[config.mk]
export PLATFORM = sky130hd
export DESIGN_NAME = alu_issue_flat
export DESIGN_NICKNAME = d
export VERILOG_FILES = /design/src/rtl/alu_issue_if.sv /design/src/rtl/alu_issue.sv /design/src/flat_wrapper.sv
export SDC_FILE = /design/constraint.sdc
export NUM_CORES = 1
export LEC_CHECK = 0
export CORE_ASPECT_RATIO = 0.75
export CORE_MARGIN = 2
export CORE_UTILIZATION = 43
export DETAILED_ROUTE_END_ITERATION = 7
export PLACE_DENSITY = 0.85
export SLEW_MARGIN = 20
export SYNTH_ARGS = -nofsm -noshare
export SYNTH_HDL_FRONTEND = slang
export SYNTH_SLANG_ARGS = --single-unit
[constraint.sdc]
create_clock -name clk_i -period 6.85 [get_ports clk_i]
set_clock_uncertainty 0.05 [all_clocks]
set_input_delay 1.0275 -clock clk_i [delete_from_list [all_inputs] [get_ports clk_i]]
set_output_delay 1.0275 -clock clk_i [all_outputs]
set_load 0.02 [all_outputs]
[src/rtl/alu_issue_if.sv]
// Request/response bundle between an issue source and alu_issue, plus the
// shared ALU operation codes used on alu_ctrl_o.
`ifndef ALU_ISSUE_CODES
`define ALU_ISSUE_CODES
`define ALU_AND  3'd0
`define ALU_XOR  3'd1
`define ALU_SLL  3'd2
`define ALU_ADD  3'd3
`define ALU_SUB  3'd4
`define ALU_MUL  3'd5
`define ALU_ADDI 3'd6
`define ALU_SRAI 3'd7
`endif

interface alu_issue_if;
  logic        req_valid_i;
  logic        req_ready_o;
  logic [6:0]  opcode_i;
  logic [2:0]  funct3_i;
  logic [6:0]  funct7_i;
  logic [31:0] rs1_data_i;
  logic [31:0] rs2_data_i;
  logic [31:0] imm_i;
  logic [31:0] alu_data1_o;
  logic [31:0] alu_data2_o;
  logic [2:0]  alu_ctrl_o;
  logic [31:0] alu_result_i;
  logic        rsp_valid_o;
  logic        rsp_ready_i;
  logic [31:0] rsp_data_o;
  logic        rsp_illegal_o;

  modport slave (
    input  req_valid_i, opcode_i, funct3_i, funct7_i, rs1_data_i, rs2_data_i,
           imm_i, alu_result_i, rsp_ready_i,
    output req_ready_o, alu_data1_o, alu_data2_o, alu_ctrl_o, rsp_valid_o,
           rsp_data_o, rsp_illegal_o
  );

  modport master (
    output req_valid_i, opcode_i, funct3_i, funct7_i, rs1_data_i, rs2_data_i,
           imm_i, alu_result_i, rsp_ready_i,
    input  req_ready_o, alu_data1_o, alu_data2_o, alu_ctrl_o, rsp_valid_o,
           rsp_data_o, rsp_illegal_o
  );
endinterface

[src/rtl/alu_issue.sv]
// Decodes one integer instruction, drives an external ALU, and returns its result.
// Define ALU_MUL_EN to decode MUL with a MUL_LAT-cycle execute phase.
module alu_issue #(
  parameter int MUL_LAT = 3
) (
  input  logic clk_i,
  input  logic rst_i,
  alu_issue_if.slave bus
);

  typedef enum logic [1:0] {IDLE, EXEC, DONE} state_t;

  if (MUL_LAT < 1 || MUL_LAT > 15) begin : g_bad_mul_lat
    $error("alu_issue: MUL_LAT must be within 1..15");
  end

  state_t      state_reg;
  logic        ready_reg;
  logic        valid_reg;
  logic        illegal_reg;
  logic [31:0] data_reg;
  logic [31:0] data1_reg;
  logic [31:0] data2_reg;
  logic [2:0]  ctrl_reg;

  logic        dec_legal;
  logic        dec_use_imm;
  logic [2:0]  dec_ctrl;
`ifdef ALU_MUL_EN
  logic        dec_mul;
  logic [3:0]  cnt_reg;
`endif

  always_comb begin
    dec_legal   = 1'b0;
    dec_use_imm = 1'b0;
    dec_ctrl    = `ALU_ADD;
`ifdef ALU_MUL_EN
    dec_mul     = 1'b0;
`endif
    case (bus.opcode_i)
      7'b0110011: begin
        if (bus.funct7_i == 7'b0000000) begin
          dec_legal = 1'b1;
          case (bus.funct3_i)
            3'b111:  dec_ctrl = `ALU_AND;
            3'b100:  dec_ctrl = `ALU_XOR;
            3'b001:  dec_ctrl = `ALU_SLL;
            3'b000:  dec_ctrl = `ALU_ADD;
            default: dec_legal = 1'b0;
          endcase
        end else if (bus.funct7_i == 7'b0100000 && bus.funct3_i == 3'b000) begin
          dec_legal = 1'b1;
          dec_ctrl  = `ALU_SUB;
        end
`ifdef ALU_MUL_EN
        else if (bus.funct7_i == 7'b0000001 && bus.funct3_i == 3'b000) begin
          dec_legal = 1'b1;
          dec_ctrl  = `ALU_MUL;
          dec_mul   = 1'b1;
        end
`endif
      end
      7'b0010011: begin
        if (bus.funct3_i == 3'b000) begin
          dec_legal   = 1'b1;
          dec_use_imm = 1'b1;
          dec_ctrl    = `ALU_ADDI;
        end else if (bus.funct3_i == 3'b101 && bus.funct7_i == 7'b0100000) begin
          dec_legal   = 1'b1;
          dec_use_imm = 1'b1;
          dec_ctrl    = `ALU_SRAI;
        end
      end
      default: ;
    endcase
  end

  always_ff @(posedge clk_i or posedge rst_i) begin
    if (rst_i) begin
      state_reg   <= IDLE;
      ready_reg   <= 1'b1;
      valid_reg   <= 1'b0;
      illegal_reg <= 1'b0;
      data_reg    <= 32'd0;
      data1_reg   <= 32'd0;
      data2_reg   <= 32'd0;
      ctrl_reg    <= `ALU_ADD;
`ifdef ALU_MUL_EN
      cnt_reg     <= 4'd0;
`endif
    end else begin
      case (state_reg)
        IDLE: begin
          if (bus.req_valid_i) begin
            ready_reg <= 1'b0;
            if (dec_legal) begin
              state_reg <= EXEC;
              data1_reg <= bus.rs1_data_i;
              data2_reg <= dec_use_imm ? bus.imm_i : bus.rs2_data_i;
              ctrl_reg  <= dec_ctrl;
`ifdef ALU_MUL_EN
              cnt_reg   <= dec_mul ? 4'(MUL_LAT - 1) : 4'd0;
`endif
            end else begin
              // Undecodable: skip EXEC and leave the ALU operands untouched.
              state_reg   <= DONE;
              valid_reg   <= 1'b1;
              illegal_reg <= 1'b1;
              data_reg    <= 32'd0;
            end
          end
        end
        EXEC: begin
`ifdef ALU_MUL_EN
          if (cnt_reg != 4'd0) begin
            cnt_reg <= cnt_reg - 4'd1;
          end else
`endif
          begin
            state_reg   <= DONE;
            valid_reg   <= 1'b1;
            illegal_reg <= 1'b0;
            data_reg    <= bus.alu_result_i;
          end
        end
        DONE: begin
          if (bus.rsp_ready_i) begin
            state_reg <= IDLE;
            valid_reg <= 1'b0;
            ready_reg <= 1'b1;
          end
        end
        default: state_reg <= IDLE;
      endcase
    end
  end

  assign bus.req_ready_o   = ready_reg;
  assign bus.rsp_valid_o   = valid_reg;
  assign bus.rsp_illegal_o = illegal_reg;
  assign bus.rsp_data_o    = data_reg;
  assign bus.alu_data1_o   = data1_reg;
  assign bus.alu_data2_o   = data2_reg;
  assign bus.alu_ctrl_o    = ctrl_reg;

endmodule

[src/flat_wrapper.sv]
// flat-port wrapper written by rule: the top's interface ports become plain ports
module alu_issue_flat 
#(
  parameter int MUL_LAT = 3
)
  (clk_i, rst_i, bus_req_valid_i, bus_opcode_i, bus_funct3_i, bus_funct7_i, bus_rs1_data_i, bus_rs2_data_i, bus_imm_i, bus_alu_result_i, bus_rsp_ready_i, bus_req_ready_o, bus_alu_data1_o, bus_alu_data2_o, bus_alu_ctrl_o, bus_rsp_valid_o, bus_rsp_data_o, bus_rsp_illegal_o);
  alu_issue_if bus_i ();
  input  logic clk_i;
  input  logic rst_i;
  input wire logic [$bits(bus_i.req_valid_i)-1:0] bus_req_valid_i;
  input wire logic [$bits(bus_i.opcode_i)-1:0] bus_opcode_i;
  input wire logic [$bits(bus_i.funct3_i)-1:0] bus_funct3_i;
  input wire logic [$bits(bus_i.funct7_i)-1:0] bus_funct7_i;
  input wire logic [$bits(bus_i.rs1_data_i)-1:0] bus_rs1_data_i;
  input wire logic [$bits(bus_i.rs2_data_i)-1:0] bus_rs2_data_i;
  input wire logic [$bits(bus_i.imm_i)-1:0] bus_imm_i;
  input wire logic [$bits(bus_i.alu_result_i)-1:0] bus_alu_result_i;
  input wire logic [$bits(bus_i.rsp_ready_i)-1:0] bus_rsp_ready_i;
  output wire logic [$bits(bus_i.req_ready_o)-1:0] bus_req_ready_o;
  output wire logic [$bits(bus_i.alu_data1_o)-1:0] bus_alu_data1_o;
  output wire logic [$bits(bus_i.alu_data2_o)-1:0] bus_alu_data2_o;
  output wire logic [$bits(bus_i.alu_ctrl_o)-1:0] bus_alu_ctrl_o;
  output wire logic [$bits(bus_i.rsp_valid_o)-1:0] bus_rsp_valid_o;
  output wire logic [$bits(bus_i.rsp_data_o)-1:0] bus_rsp_data_o;
  output wire logic [$bits(bus_i.rsp_illegal_o)-1:0] bus_rsp_illegal_o;
  assign bus_i.req_valid_i = bus_req_valid_i;
  assign bus_i.opcode_i = bus_opcode_i;
  assign bus_i.funct3_i = bus_funct3_i;
  assign bus_i.funct7_i = bus_funct7_i;
  assign bus_i.rs1_data_i = bus_rs1_data_i;
  assign bus_i.rs2_data_i = bus_rs2_data_i;
  assign bus_i.imm_i = bus_imm_i;
  assign bus_i.alu_result_i = bus_alu_result_i;
  assign bus_i.rsp_ready_i = bus_rsp_ready_i;
  assign bus_req_ready_o = bus_i.req_ready_o;
  assign bus_alu_data1_o = bus_i.alu_data1_o;
  assign bus_alu_data2_o = bus_i.alu_data2_o;
  assign bus_alu_ctrl_o = bus_i.alu_ctrl_o;
  assign bus_rsp_valid_o = bus_i.rsp_valid_o;
  assign bus_rsp_data_o = bus_i.rsp_data_o;
  assign bus_rsp_illegal_o = bus_i.rsp_illegal_o;
  alu_issue #(.MUL_LAT(MUL_LAT)) u_core (.clk_i(clk_i), .rst_i(rst_i), .bus(bus_i));
endmodule
Word-level counts from Yosys, hierarchy flattened
Cells that the tools add are included.

Eq/ne operators: 12. Muxes and demuxes: 29. Reductions and logical operators: 14. Magnitude comparators: 0. Divide/modulo/power cells: 0. Multiply operators: 0. Shift-type cells: 0. Add/subtract/negate cells: 0. Bitwise operators: 0.

Operator list (number): $mux W32 (3); $pmux W32 S2 (1); $eq A7 B6 Y1 const B (2); $mux W3 (4); $pmux W2 S3 (2); $mux W1 (11); $eq A3 B3 Y1 const B (3); $reduce_and A3 Y1 (3); $eq A7 B5 Y1 const B (1); $logic_not A7 Y1 (1); $mux W2 (3); $ne A2 B2 Y1 const B (3); $pmux W1 S2 (3); $pmux W3 S2 (1); $reduce_and A4 Y1 (1); $reduce_bool A2 Y1 (2); $reduce_or A4 Y1 (1); $eq A3 B1 Y1 const B (1); $logic_not A3 Y1 (1); $pmux W1 S3 (1); $reduce_bool A3 Y1 (1); $eq A2 B1 Y1 const B (1); $eq A2 B2 Y1 const B (1); $logic_and A1 B1 Y1 (2); other kinds (2) (2).

Word-level logic and storage cells: 63. Bits in latches: 0. Output and inout bits: 102. Bits in writable memories: 0. Memories kept: 0. Register bits after elaboration: 104. Memory bits (read-only): 0.

Logic depth before layout (Yosys ltp)
Gate-level depths: netlist of run 1.

Depth in word-level cells: 8. Depth in mapped cells: 8. Mapped depth without buffers: 5.

Worst setup path after synthesis of run 1
Ideal clock, no wire load.

Path kind: in2reg. Start: in bus_funct7_i[3]. End: reg u_core.data2_reg[24] (netlist: u_core.bus.alu_data2_o[24]). Setup time: 0.128 ns. Stages: 6. Arrival: 2.670 ns. Path buffers: 1. Setup slack: 4.003 ns. Cells stage by stage: nor4_1 > a41oi_1 > nor4_4 > buf_4 > mux2_2 > mux2_1.

Word-level cells in the longest chain between the ends: 6.

RTL lines: start: declaration (RTL line flat_wrapper.sv:13) `input wire logic [$bits(bus_i.funct7_i)-1:0] bus_funct7_i;`; $eq A7 B6 Y1 (RTL line alu_issue.sv:52, alu_issue.sv:69); $logic_and A1 B1 Y1 (on tied branches) (RTL line alu_issue.sv:69, alu_issue.sv:52); $mux W1 (on tied branches) (RTL line alu_issue.sv:69, alu_issue.sv:52); $mux W1 (on tied branches) (RTL line alu_issue.sv:65, alu_issue.sv:43); $pmux W1 S2 or $mux W1 (tied branches) (RTL line alu_issue.sv:41) `case (bus.opcode_i)`; $reduce_and A3 Y1 (no source line) or $mux W32 (tied branches); end signal: assignment (RTL line alu_issue.sv:100) `data2_reg <= dec_use_imm ? bus.imm_i : bus.rs2_data_i;`; end: declaration (RTL line alu_issue.sv:23) `logic [31:0] data2_reg;`.

Parallel ways exist; a longest one is shown, timed or not. A chain may end at the register's enable or synchronous reset.

Final worst setup path of run 1
Start: in bus_funct3_i[1]. End: reg u_core.data1_reg[29] (netlist: u_core.bus.alu_data1_o[29]).

Word-level cells in the longest chain between the ends: 6.

RTL lines: start: declaration (RTL line flat_wrapper.sv:12) `input wire logic [$bits(bus_i.funct3_i)-1:0] bus_funct3_i;`; $eq A3 B3 Y1, or another cell as far along (RTL line alu_issue.sv:45) `case (bus.funct3_i)`; $reduce_or A4 Y1 (no source line), or another cell as far along; $mux W1 (on tied branches) (RTL line alu_issue.sv:45, alu_issue.sv:69, alu_issue.sv:52); $mux W1 (on tied branches) (RTL line alu_issue.sv:43, alu_issue.sv:65); $pmux W1 S2 (*) (RTL line alu_issue.sv:41); $reduce_and A3 Y1 (no source line) (*); end signal: assignment (RTL line alu_issue.sv:99) `data1_reg <= bus.rs1_data_i;`; end: declaration (RTL line alu_issue.sv:22) `logic [31:0] data1_reg;`.

Mark *: on every way between the ends. The rest lies on a longest branch, timed or not.

==> metrics.cfg, run 1 <==
[run_status]
status = complete, no violations

[finish]
fill_cells = 773
seq_area_um2 = 2610
final_common_cell = clkdlybuf4s50_1
layout-drive-gt1-share_pct = 20.1
area_delta_synth_final_pct = 62.1
fin_cells = 767
num_antenna_cells = 0
fin_nets = 771
layout_common_cells = 250 x clkdlybuf4s50_1, 101 x dfrtp_1, 66 x nand2_1
multi_input_area_um2 = 2000

[sta]
hold_violations = 0
final_max_slew_viol_count = 0
fmax_ghz = 0.274
setup_slack_ps = 3210
fin_crit_sh_pct = 53.2
worst_slew_pin_slew_ps = 986
slew_headroom_pct = 34.3
grt_setup_unrepaired = no
setup_viol = 0
min_period_ps = 3640
fin_setup_tns_ps = 0

[routing]
wire_per_inst_um = 17.6
wirelength_um = 13500
drtAntennaViolNets = 0
drt_first_pass_iters = 4
via_count = 3802
drc = 0
post_drt_via_cell_ratio = 4.96
drtIter0Drc = 114

[floorplanning]
die_w_um = 125
io_pins = 251
row_count = 33
start_util_pct = 43.7
coreArea_um2 = 10800
die_y_um = 94.8
dieArea_um2 = 11800

[worst_setup_path]
cp_top_family = buffers and inverters
worst-endpoint-arrival_ps = 3820
startpoint_type = primary input
end_kind = flop
cp_slowest_stage_delay_ps = 790
crit_slowest_cell = buf_4
crit_chain = clkdlybuf4s50_1 -> and4b_1 -> o21ai_0 -> o21ai_1 -> a31oi_4 -> buf_4 -> mux2_2
critical_path_class = primary input to flop
required_ps = 7030
crit_buf_inv = 2
cp_max_fo = 64

[global_route]
gr-usage-met2_pct = 38.3
grt_pass1_vias = 3886
grt_first_pass_wirelength_um = 20700
antenna_found_initial = 0
grt_max_degree = 65
groute.usage.overall_pct = 22.3
grt_overflow = 0
grt_util_met1_pct = 26.9
busiest_layer = met2
met3_usage_pct = 8.67

[placed_design]
numPortBuffers = 250
place_ws_ps = 2830
hpwl_um = 10100
place.gp.congestion = 0.921
dp_cells = 750

[yosys]
synth_async_sr_flop_share_pct = 100
synth_top_area_share_pct = 53.5
yosys.area.top_type = dfrtp_1
ys_types = 38
synthFlopType = dfrtp_1
ys_seq_area_share_pct = 55.2
synth_edf_count = 0
syn_nets = 528
netlist_top_cells_area = dfrtp_1 54%, mux2_2 16%, mux2_4 9.2%
synth_seq_cells = 104
synthCells = 379
yosys_warnings = 0
synth_area_um2 = 4720
syn_avg_cell_area_um2 = 12.5

[clocking]
post_cts_resized = 0
htree_levels = 3
cts_root_buf = clkbuf_16
holdBufCountCts = 0
cts_buffer_depth = 2
post_cts_buffers = 0
clkTransAtPathRegs_ps = 80
tritoncts = built
cts_made_buffers = 9
clock_latency_ps = 330
clkSinkCount = 104

[power_and_ir_drop]
p_per_area_nw_per_um2 = 173
power_mw = 1.32
max-vdd-ir-drop_mv = 0.118
power_leakage_nw = 3.38

[worst_hold_path]
holdCritPathClass = flop to flop

[flow_run]
cap_violations = 0

==> per-layer routing <==
metal / routed length (um) / vias to the layer above
li1: - / 1794
met1: 5600 / 1829
met2: 6590 / 166
met3: 1190 / 13
met4: 139 / 0
met5: 0 / -
==> tightest hold or removal path: stages (launching register included) <==
cell	delay [ps]
dfstp_2	380
inv_1	40
mux2i_1	60
==> cells by family (layout without fill, tap and decap cells) <==
kind of cell    Yosys count  after routing  synth area share (%)
buf+inv                  28            276                  3.21
compound gates           53             53                  6.31
xor+xnor                  2              2                 0.371
simple gates             93             93                  9.04
mux                      99             99                  25.9
flops                   104            104                  55.2
==> per-stage QoR <==
stage / hold WS (ps) / area, um^2 / utilization [%]
floorplan: 451 / 4720 / -
global placement: 414 / 7320 / 67.7
detailed placement: 430 / 7320 / 67.7
CTS: 445 / 7630 / 70.6
global route: 456 / 7650 / 70.8
finish: 440 / 7650 / 70.8
==> area by class of cell <==
type,count,area share (%)
Sequential cell,104,34.0
Multi-Input combinational cell,247,26.1
Timing Repair Buffer,254,33.2
Inverter,6,0.327
Tap cell,140,2.29
Clock buffer,9,2.94
Clock inverter,7,1.13
==> path summary, 6_finish.rpt <==
| kind | slack, ps | from | depth (start not counted) | end |
|---|---|---|---|---|
| min in group asynchronous | 1040 | rst_i | 2 | u_core.bus.alu_data1_o[27]$_DFFE_PP0P_ |
| max reg2reg | 4340 | u_core.state_reg[0]$_DFFE_PP0P_ | 6 | u_core.bus.alu_data1_o[29]$_DFFE_PP0P_ |
| min | 440 | u_core.bus.alu_ctrl_o[0]$_DFFE_PP1P_ | 2 | u_core.bus.alu_ctrl_o[0]$_DFFE_PP1P_ |
| max in group asynchronous | 4500 | rst_i | 3 | u_core.bus.alu_data2_o[24]$_DFFE_PP0P_ |
| min reg2reg | 440 | u_core.bus.alu_ctrl_o[0]$_DFFE_PP1P_ | 2 | u_core.bus.alu_ctrl_o[0]$_DFFE_PP1P_ |
| max | 3210 | bus_funct3_i[1] | 7 | u_core.bus.alu_data1_o[29]$_DFFE_PP0P_ |
==> synthesized netlist by cell type, types with 2 or more instances <==
cell / instances
dfrtp_1: 101
nand2_1: 66
mux2_2: 65
o21ai_0: 32
mux2_4: 29
clkbuf_1: 11
a21oi_1: 6
inv_1: 6
nor2_1: 6
o21ai_1: 6
buf_2: 4
buf_6: 4
mux2_1: 4
nand2b_1: 4
nor3_1: 4
buf_4: 3
dfstp_2: 3
and2_1: 2
nand3_1: 2
o32ai_1: 2
xor2_1: 2
==> power by group <==
part	internal (mW)	total, mW	switching [mW]
sequential	0.621	0.628	0.00692
clock	0.292	0.535	0.244
combinational	0.104	0.160	0.0563
total	1.02	1.32	0.307
No activity file was read; power rests on OpenSTA's default activity.
==> run 2: changes to the inputs <==
--- a/config.mk
+++ b/config.mk
@@ -7,9 +7,9 @@
 export LEC_CHECK = 0
 export CORE_ASPECT_RATIO = 0.75
 export CORE_MARGIN = 2
-export CORE_UTILIZATION = 43
+export CORE_UTILIZATION = 40
 export DETAILED_ROUTE_END_ITERATION = 7
-export PLACE_DENSITY = 0.85
+export PLACE_DENSITY = 0.8
 export SLEW_MARGIN = 20
 export SYNTH_ARGS = -nofsm -noshare
 export SYNTH_HDL_FRONTEND = slang
==> constraint.sdc (replaced) <==
create_clock -name clk_i -period 3.6 [get_ports clk_i]
set_clock_uncertainty 0.05 [all_clocks]
set_input_delay 0.54 -clock clk_i [delete_from_list [all_inputs] [get_ports clk_i]]
set_output_delay 0.54 -clock clk_i [all_outputs]
set_load 0.02 [all_outputs]
==> metrics.cfg, run 2 (synthesized netlist as in run 1, its figures left out) <==
[run_status]
status = complete, no violations  ; unchanged

[flow_run]
cap_violations = 0  ; unchanged

[routing]
via_count = 3868  ; was 3802
wirelength_um = 13600  ; was 13500 um
post_drt_via_cell_ratio = 4.87  ; was 4.96
drtIter0Drc = 132  ; was 114
drc = 0  ; unchanged
drt_first_pass_iters = 7  ; was 4
wire_per_inst_um = 17.1  ; was 17.6 um
drtAntennaViolNets = 0  ; unchanged

[power_and_ir_drop]
power_leakage_nw = 3.41  ; was 3.38 nW
p_per_area_nw_per_um2 = 323  ; was 173 nW/um^2
max-vdd-ir-drop_mv = 0.242  ; was 0.118 mV

[finish]
layout-drive-gt1-share_pct = 20.6  ; was 20.1%
num_antenna_cells = 0  ; unchanged
seq_area_um2 = 2610  ; unchanged
fin_util_pct = 66.9  ; was 70.8%
multi_input_area_um2 = 1990  ; was 2000 um^2
fin_cells = 794  ; was 767
area_delta_synth_final_pct = 64.0  ; was 62.1%
fin_nets = 776  ; was 771
layout_common_cells = 250 x clkdlybuf4s50_1, 101 x dfrtp_1, 66 x nand2_1  ; unchanged
fill_cells = 884  ; was 773
final_common_cell = clkdlybuf4s50_1  ; unchanged

[floorplanning]
die_w_um = 129  ; was 125 um
row_count = 34  ; was 33
start_util_pct = 40.8  ; was 43.7%
dieArea_um2 = 12700  ; was 11800 um^2
coreArea_um2 = 11600  ; was 10800 um^2
die_y_um = 98.1  ; was 94.8 um
io_pins = 251  ; unchanged

[worst_hold_path]
min_delay_path_depth = 2  ; unchanged
holdCritPathClass = flop to flop  ; unchanged

[clocking]
tritoncts = built  ; unchanged
clkTransAtPathRegs_ps = 70  ; was 80 ps
clock_latency_ps = 340  ; was 330 ps
post_cts_buffers = 0  ; unchanged
post_cts_resized = 0  ; unchanged
htree_levels = 3  ; unchanged
holdBufCountCts = 0  ; unchanged
clkSinkCount = 104  ; unchanged
cts_made_buffers = 9  ; unchanged
cts_root_buf = clkbuf_16  ; unchanged
cts_buffer_depth = 2  ; unchanged

[placed_design]
place_ws_ps = 445  ; was 2830 ps
place.gp.congestion = 0.800  ; was 0.921
numPortBuffers = 250  ; unchanged
hpwl_um = 10300  ; was 10100 um
dp_cells = 778  ; was 750

[global_route]
grt_overflow = 0  ; unchanged
grt_pass1_vias = 4074  ; was 3886
groute.usage.overall_pct = 21.5  ; was 22.3%
antenna_found_initial = 0  ; unchanged
grt_first_pass_wirelength_um = 21300  ; was 20700 um
grt_max_degree = 56  ; was 65

[sta]
setup_slack_ps = 760  ; was 3210 ps
worst_slew_pin_slew_ps = 677  ; was 986 ps
min_period_ps = 2840
fin_setup_tns_ps = 0  ; unchanged
hold_violations = 0  ; unchanged
final_max_slew_viol_count = 0  ; unchanged
fmax_ghz = 0.352
grt_setup_unrepaired = no  ; unchanged
fin_crit_sh_pct = 78.9
setup_viol = 0  ; unchanged
slew_headroom_pct = 54.7  ; was 34.3%

[worst_setup_path]
end_kind = flop  ; unchanged
cp_max_fo = 35  ; was 64
required_ps = 3770  ; was 7030 ps
worst-endpoint-arrival_ps = 3010  ; was 3820 ps
ff2ff_path_depth = 7  ; was 6
r2r_slack_ps = 1330  ; was 4340 ps
startpoint_type = primary input  ; unchanged
critical_path_class = primary input to flop  ; unchanged

-- run 2: cell types whose count changed in the layout (fill, tap and decap cells not counted), sizes merged --
cell    before  now
clkbuf       9   10
buf          4    9
clkinv       2    1
-- run 2: worst paths after layout --
kind	startpoint	end
setup / recovery	bus_funct3_i[1]	u_core.bus.alu_data2_o[24]$_DFFE_PP0P_
hold reg to reg	u_core.bus.alu_ctrl_o[0]$_DFFE_PP1P_	u_core.bus.alu_ctrl_o[0]$_DFFE_PP1P_
min in group asynchronous	rst_i	u_core.bus.alu_data1_o[21]$_DFFE_PP0P_
setup reg to reg	u_core.state_reg[0]$_DFFE_PP0P_	u_core.bus.alu_data2_o[24]$_DFFE_PP0P_
max in group asynchronous	rst_i	u_core.bus.alu_data1_o[0]$_DFFE_PP0P_
hold / removal	u_core.bus.alu_ctrl_o[0]$_DFFE_PP1P_	u_core.bus.alu_ctrl_o[0]$_DFFE_PP1P_
-- run 2: area by class of cell --
type	count	area share, %
multi-input cells	247	25.7
inverters	6	0.323
flip-flops and latches	104	33.7
well taps	162	2.62
repair buffers	259	33.8
clock buffers	10	2.96
clock inverters	6	0.937
-- run 2: power breakdown --
group | switching (mW) | total [mW] | internal (mW) | leakage, nW
sequential | 0.0126 | 1.20 | 1.18 | 1.43
clock | 0.449 | 0.997 | 0.549 | 0.144
combinational | 0.109 | 0.306 | 0.198 | 1.83
total | 0.570 | 2.50 | 1.93 | 3.41
-- run 2: stage by stage --
step                hold WS (ps)  cell area (um^2)  total power, mW
floorplan                    451              4720             1.31
global placement             419              7440             1.52
detailed placement           421              7440             1.53
CTS                          431              7740             2.52
global route                 458              7740             2.59
finish                       427              7740             2.50
-- run 2: critical path, stage by stage --
cell and delay (ps):
clkdlybuf4s50_1 600, and4b_1 300, o21ai_0 200, o21ai_1 210, a31oi_4 330, buf_12 280
buf_12 190, mux2_1 340
-- run 2: layer usage --
metal	GRT usage, %	vias to the layer above	wire, um	part of all wire [%]
met1	25.7	1860	5490	40
met3	8.22	23	1380	10
met4	5.38	0	223	1.6
met5	0	-	0	0
met2	36.6	182	6500	48
li1	-	1803	-	-
